$ cat config.mk
export PLATFORM = sky130hd
export DESIGN_NAME = seg_scan_ctrl
export DESIGN_NICKNAME = d
export VERILOG_FILES = /design/src/rtl/seg_scan_pkg.sv /design/src/rtl/bcd_to_seg7.sv /design/src/rtl/seg_scan_ctrl.sv
export SDC_FILE = /design/constraint.sdc
export NUM_CORES = 1
export LEC_CHECK = 0
export ABC_AREA = 1
export CAP_MARGIN = 20
export CORE_MARGIN = 10
export CORE_UTILIZATION = 55
export CTS_CLUSTER_DIAMETER = 80
export CTS_CLUSTER_SIZE = 30
export DETAILED_ROUTE_END_ITERATION = 6
export DONT_BUFFER_PORTS = 1
export PLACE_DENSITY_LB_ADDON = 0.12
export SYNTH_ARGS = -nofsm -noshare
export SYNTH_HDL_FRONTEND = slang
export SYNTH_HIERARCHICAL = 1
export SYNTH_SLANG_ARGS = --single-unit
$ cat constraint.sdc
create_clock -name clk_in -period 7.3 [get_ports clk_in]
set_clock_uncertainty 0.1 [all_clocks]
set_input_delay 1.46 -clock clk_in [delete_from_list [all_inputs] [get_ports clk_in]]
set_output_delay 1.46 -clock clk_in [all_outputs]
set_load 0.01 [all_outputs]
$ cat src/rtl/seg_scan_pkg.sv
// Shared types and segment patterns for the multiplexed 7-segment scan controller.
package seg_scan_pkg;

    typedef enum logic {BLANK = 1'b0, SHOW = 1'b1} scan_state_t;

    // {g,f,e,d,c,b,a}, 1 = segment lit
    localparam logic [6:0] SEG_LUT [0:9] = '{
        7'h3F, 7'h06, 7'h5B, 7'h4F, 7'h66,
        7'h6D, 7'h7D, 7'h07, 7'h7F, 7'h6F
    };
    localparam logic [6:0] SEG_DASH = 7'h40;
    localparam logic [6:0] SEG_OFF  = 7'h00;

endpackage

$ cat src/rtl/bcd_to_seg7.sv
// Combinational BCD nibble to 7-segment decoder; non-BCD codes show a dash.
module bcd_to_seg7
    import seg_scan_pkg::*;
(
    input  logic [3:0] bcd_i,
    output logic [6:0] seg_o
);

    always_comb begin
        seg_o = SEG_DASH;
        for (int unsigned k = 0; k < 10; k++) begin
            if (bcd_i == 4'(k)) seg_o = SEG_LUT[k];
        end
    end

endmodule

$ cat src/rtl/seg_scan_ctrl.sv
// N-digit multiplexed 7-segment scanner with dead-time blanking, frame-coherent
// value commit by load/ack, and optional leading-zero suppression.
module seg_scan_ctrl
    import seg_scan_pkg::*;
#(
    parameter int unsigned N_DIGITS     = 2,
    parameter int unsigned CLK_HZ       = 50_000_000,
    parameter int unsigned SCAN_HZ      = 1_000,
    parameter int unsigned BLANK_CYCLES = 500
) (
    input  logic                  clk_in,
    input  logic                  rst,
    input  logic [4*N_DIGITS-1:0] value_in,
    input  logic                  load,
    output logic                  load_ack,
    input  logic                  lz_blank_en,
    output logic [6:0]            seg_out,
    output logic [N_DIGITS-1:0]   dig_sel,
    output logic                  frame_start
);

    localparam int unsigned DIV = CLK_HZ / SCAN_HZ;
    localparam int unsigned TW  = (DIV > 1) ? $clog2(DIV) : 1;
    localparam int unsigned IW  = (N_DIGITS > 1) ? $clog2(N_DIGITS) : 1;

    localparam logic [TW-1:0] TICK_LAST = TW'(DIV - 1);
    localparam logic [TW-1:0] SHOW_LAST = TW'(DIV - BLANK_CYCLES - 1);
    localparam logic [IW-1:0] IDX_LAST  = IW'(N_DIGITS - 1);

    if (BLANK_CYCLES < 1 || BLANK_CYCLES >= DIV) begin : g_bad_blank
        $error("seg_scan_ctrl: BLANK_CYCLES must be in 1..DIV-1");
    end
    if (N_DIGITS < 1 || N_DIGITS > 8) begin : g_bad_digits
        $error("seg_scan_ctrl: N_DIGITS must be in 1..8");
    end

    scan_state_t           state_q, state_d;
    logic [TW-1:0]         tick_q, tick_d;
    logic [IW-1:0]         idx_q, idx_d;
    logic [4*N_DIGITS-1:0] pend_q, pend_d;
    logic [4*N_DIGITS-1:0] shadow_q, shadow_d;
    logic                  full_q, full_d;

    logic [6:0]            seg_q, seg_d;
    logic [N_DIGITS-1:0]   dig_q, dig_d;
    logic                  ack_q, fs_q;

    logic                  slot_end, boundary;
    logic [3:0]            cur_digit;
    logic [6:0]            dec_seg;
    logic [N_DIGITS-1:0]   lz_mask;
    logic                  zero_above, lz_hit;

    // BLANK with tick 0 only occurs straight out of reset: that is the 1-tick lead-in.
    always_comb begin
        slot_end = (state_q == BLANK) && ((tick_q == TICK_LAST) || (tick_q == '0));
        boundary = slot_end && (idx_q == IDX_LAST);

        tick_d  = slot_end ? '0 : tick_q + 1'b1;
        state_d = state_q;
        idx_d   = idx_q;
        if (slot_end) begin
            state_d = SHOW;
            idx_d   = (idx_q == IDX_LAST) ? '0 : idx_q + 1'b1;
        end else if (state_q == SHOW && tick_q == SHOW_LAST) begin
            state_d = BLANK;
        end

        // Commit uses the older pending; a load in the same cycle refills it.
        shadow_d = shadow_q;
        pend_d   = pend_q;
        full_d   = full_q;
        if (boundary && full_q) begin
            shadow_d = pend_q;
            full_d   = 1'b0;
        end
        if (load) begin
            pend_d = value_in;
            full_d = 1'b1;
        end
    end

    always_comb begin
        cur_digit  = '0;
        lz_hit     = 1'b0;
        dig_d      = '0;
        lz_mask    = '0;
        zero_above = 1'b1;
        for (int unsigned j = 0; j < N_DIGITS - 1; j++) begin
            zero_above = zero_above && (shadow_d[4*(N_DIGITS-1-j) +: 4] == 4'h0);
            lz_mask[N_DIGITS-1-j] = lz_blank_en && zero_above;
        end
        for (int unsigned k = 0; k < N_DIGITS; k++) begin
            if (idx_d == IW'(k)) begin
                cur_digit = shadow_d[4*k +: 4];
                lz_hit    = lz_mask[k];
            end
            dig_d[k] = (state_d == SHOW) && (idx_d == IW'(k));
        end
        seg_d = (state_d == SHOW && !lz_hit) ? dec_seg : SEG_OFF;
    end

    bcd_to_seg7 u_dec (
        .bcd_i (cur_digit),
        .seg_o (dec_seg)
    );

    always_ff @(posedge clk_in or posedge rst) begin
        if (rst) begin
            state_q  <= BLANK;
            tick_q   <= '0;
            idx_q    <= IDX_LAST;
            pend_q   <= '0;
            shadow_q <= '0;
            full_q   <= 1'b0;
            seg_q    <= SEG_OFF;
            dig_q    <= '0;
            ack_q    <= 1'b0;
            fs_q     <= 1'b0;
        end else begin
            state_q  <= state_d;
            tick_q   <= tick_d;
            idx_q    <= idx_d;
            pend_q   <= pend_d;
            shadow_q <= shadow_d;
            full_q   <= full_d;
            seg_q    <= seg_d;
            dig_q    <= dig_d;
            ack_q    <= boundary && full_q;
            fs_q     <= boundary;
        end
    end

    assign seg_out     = seg_q;
    assign dig_sel     = dig_q;
    assign load_ack    = ack_q;
    assign frame_start = fs_q;

endmodule
==> parameters.txt <==
Parameter                              Value

Synth
  Synth cell types ... 26
  Number of enable flip-flop cells after synthesis ... 0
  Ys flop type ... dfrtp_1
  Avg Cell Area, Syn ... 8.03 sq um
  Cell area after synthesis ... 2260 sq um
  Yosys reg bits ... 46
  Proportion of netlist area held by the largest area contributor ... 49.8%
  Top area cells in the synthesized netlist ... dfrtp_1 50%, nand2_1 11%, nor2_1 7.0%
  Post-Syn Instances ... 282
  Synth Warn # ... 6
  Share of the yosys chip area belonging to registers ... 50.9%
  Area leader, netlist ... dfrtp_1
  Syn_nets ... 297
  Proportion of register bits with asynchronous set or reset after synthesis ... 100%

Timing
  Fin. max-slew vios ... 0
  Worst slew margin ... 39.3%
  Slew at the pin closest to its max-slew limit ... 0.909 ns
  Final critical-path required period ... 3.07 ns
  Endpoints failing hold ... 0
  Share of the clock period used by the worst path ... 42.0%
  Smallest setup slack after layout ... 4.23 ns
  Unrepaired setup endpoints after global routing ... false
  Sum of negative setup slack ... 0 ns
  Final Setup Violations ... 0
  Highest Clock Rate ... 0.326 GHz

Worst setup path
  Crit end category ... flop
  Critical Path, Cell by Cell ... ha_1 > nand3_2 > nor2_1 > nand2_1 > o21ai_2 > nand2_2 > inv_2 > ha_1 > nand2_2 > o21ai_0 > nor2_2 > a21oi_1 > nand2_1 > nand3_1 > nand2_1 > nand2_1 > inv_1 > nor2_1
  Required time of the worst setup path ... 7.43 ns
  Cell repeated most along the worst path ... nand2_1
  Slowest stage cell on the critical path ... dfrtp_1
  Largest delay share family, worst path ... simple AND/OR/NAND/NOR gates
  WP buf/inv ... 2
  Maximum single-stage delay on the critical path ... 0.39 ns
  Crit path DAT ... 3.20 ns
  Largest fanout of any net on the critical path ... 16
  Class of the most critical setup path ... reg2reg
  Type of origin of the critical path ... flop

Global route
  Wire length of the first global-routing pass ... 7470 microns
  Fraction of met3 tracks used by global routing ... 3.29%
  Pin count of the biggest net entering global routing ... 47
  Vias in the first global route ... 1691
  Global-route track usage on met2 ... 21.4%
  Most crowded layer after global routing ... met2
  Global routing usage summed across all routing layers ... 12.5%
  Global routing usage on met1 ... 14.4%
  Initial antenna violation count ... 0
  Grt total ovfl ... 0

Power
  Maximum vdd drop ... 0.104 mV
  Sequential cell fraction of total power ... 61.6%
  PD cells ... 179 nW/um^2
  P_int ... 0.000330 W
  Total net switching power ... 0.0000968 W
  Clock network fraction of design power ... 35.7%
  Leakage component of the power ... 1.26 nW
  Switching power share of the total ... 22.7%
  Part of the total power dissipated in combinational logic ... 2.8%

Clock network
  Buffer depth of the longest clock path ... 2
  CTS tree ... built
  Clock slew seen by the registers of the worst setup and hold paths ... 0.09 ns
  Post-cts hold buffer count ... 0
  Maximum level of the CTS H-tree ... 2
  Total CTS buffers ... 5
  Clock sink count ... 46
  Number of cells upsized or downsized after cts ... 0
  Clock latency on the worst-skew pair ... 0.29 ns
  Number of post-CTS setup repair buffers ... 0
  Clock tree root buffer cell ... clkbuf_8

Die
  Starting utilization of the core area ... 56.6%
  Ports placed on the boundary ... 23
  Overall die area ... 7080 sq um
  Placeable core area ... 4000 sq um
  Die Span X ... 84.2 microns
  Number of placement rows ... 23
  Die height ... 84.2 microns

Route
  Violation count after the first detailed-routing iteration ... 94
  Sum of routed wire length over all layers ... 4150 microns
  Final antenna-violating net count ... 0
  Router iterations before antenna repair ... 4
  Count of unresolved DRC violations after routing ... 0
  Per-cell routed wire length ... 12.3 microns
  Total number of vias ... 1658
  Mean number of vias per cell ... 4.92

Flow run
  Number of maximum-capacitance violations ... 0

Final layout
  Layout Nets ... 301
  Core occupancy in the finished layout ... 59.7%
  Area growth syn-to-layout ... 5.58%
  Fraction of layout instances using a drive strength above 1 ... 12.5%
  Number of diodes added for antenna fixing ... 0

Outcome
  Result of the run ... finished clean

Placed design
  IO buf count ... 0
  Placed wire-length estimate ... 3140 microns
  Weighted congestion at the end of routability-driven global placement ... 0.858
  Worst slack after detailed placement ... 4.27 ns

Hold path
  HP Class ... reg2reg
per-layer routing:
layer,wire length (microns),part of all wire (%)
met1,1860,45
met4,76,1.8
met5,0,0
met3,121,2.9
met2,2090,50
sequential cells by signal, summed over array words and instances, names as in the netlist:
signal / count
dig_sel: 2
frame_start: 1
full_q: 1
idx_q: 1
load_ack: 1
pend_q: 8
seg_out: 7
shadow_q: 8
state_q: 1
tick_q: 16
Yosys cell counts (all sizes together) (2+ instances only):
cell type,instances
xor2,7
nand3,19
nor2,47
nand2,74
ha,3
dfrtp,45
o21ai,20
nand4,3
nor3,7
a21oi,3
inv,46
buf,2
cell type report:
class | instances | area, sq um
clock buffer | 5 | 68.8
sequential | 46 | 1150
tap | 50 | 62.6
inverter | 46 | 173
fill | 380 | 1610
clock inverter | 3 | 21.3
multi-input combinational | 187 | 912
cells in the final DEF, fill, tap and decap left out:
master      instances
o21ai_1             1
nand4_1             3
inv_2               7
nor2_1             42
o31ai_1             1
clkinv_2            1
ha_1                3
or2_2               1
nor2_2              4
dfrtp_1            45
nand2_1            66
a31oi_1             1
xnor2_1             1
nor2_4              1
xor2_1              7
nand2_2             8
o21ai_0            18
clkinvlp_4          1
inv_1              39
nand3_2             4
a21oi_1             3
o21ai_2             1
clkinv_4            1
nor3_2              1
clkbuf_8            5
nor3_1              6
dfstp_2             1
nand3_1            15
kinds of logic (layout without fill, tap and decap cells):
logic type               count (synthesis)  count (layout)  share of synthesized area, %
AO/OA/AOI/OAI                           25              25                          5.86
flip-flops                              46              46                          50.9
AND/OR/NAND/NOR                        151             151                          29.7
adder cells (fa/ha/maj)                  3               3                          1.66
XOR/XNOR                                 8               8                          3.10
buffers and inverters                   49              54                          8.79
power groups by stage:
stage / Combinational [W] / Clock (W) / Sequential (W)
after floorplan: 0.00000979 / 0 / 0.000267
after global placement: 0.0000122 / 0 / 0.000268
after detailed placement: 0.0000125 / 0 / 0.000268
after CTS: 0.0000125 / 0.000159 / 0.000263
after global routing: 0.0000147 / 0.000168 / 0.000264
final: 0.0000118 / 0.000152 / 0.000263
final timing paths:
kind	from	to	slack, ns	cells past startpoint
min in group asynchronous	rst	seg_out[3]$_DFF_PP0_	1.13	1
max in group asynchronous	rst	tick_q[14]$_DFF_PP0_	5.39	1
worst min-delay path	tick_q[0]$_DFF_PP0_	tick_q[0]$_DFF_PP0_	0.39	1
worst max register to register	tick_q[0]$_DFF_PP0_	seg_out[1]$_DFF_PP0_	4.23	18
worst max-delay path	tick_q[0]$_DFF_PP0_	seg_out[1]$_DFF_PP0_	4.23	18
worst min register to register	tick_q[0]$_DFF_PP0_	tick_q[0]$_DFF_PP0_	0.39	1
through the flow:
step | hold slack (ns) | std cells | power, W | cell area (sq um)
after CTS | 0.389 | 337 | 0.000434 | 2390
final | 0.386 | 337 | 0.000427 | 2390
after detailed placement | 0.377 | 329 | 0.000281 | 2300
after floorplan | 0.337 | 282 | 0.000277 | 2260
after global routing | 0.423 | 337 | 0.000446 | 2390
after global placement | 0.368 | 329 | 0.000280 | 2300
Note: power is estimated with default switching activity, not from simulation.
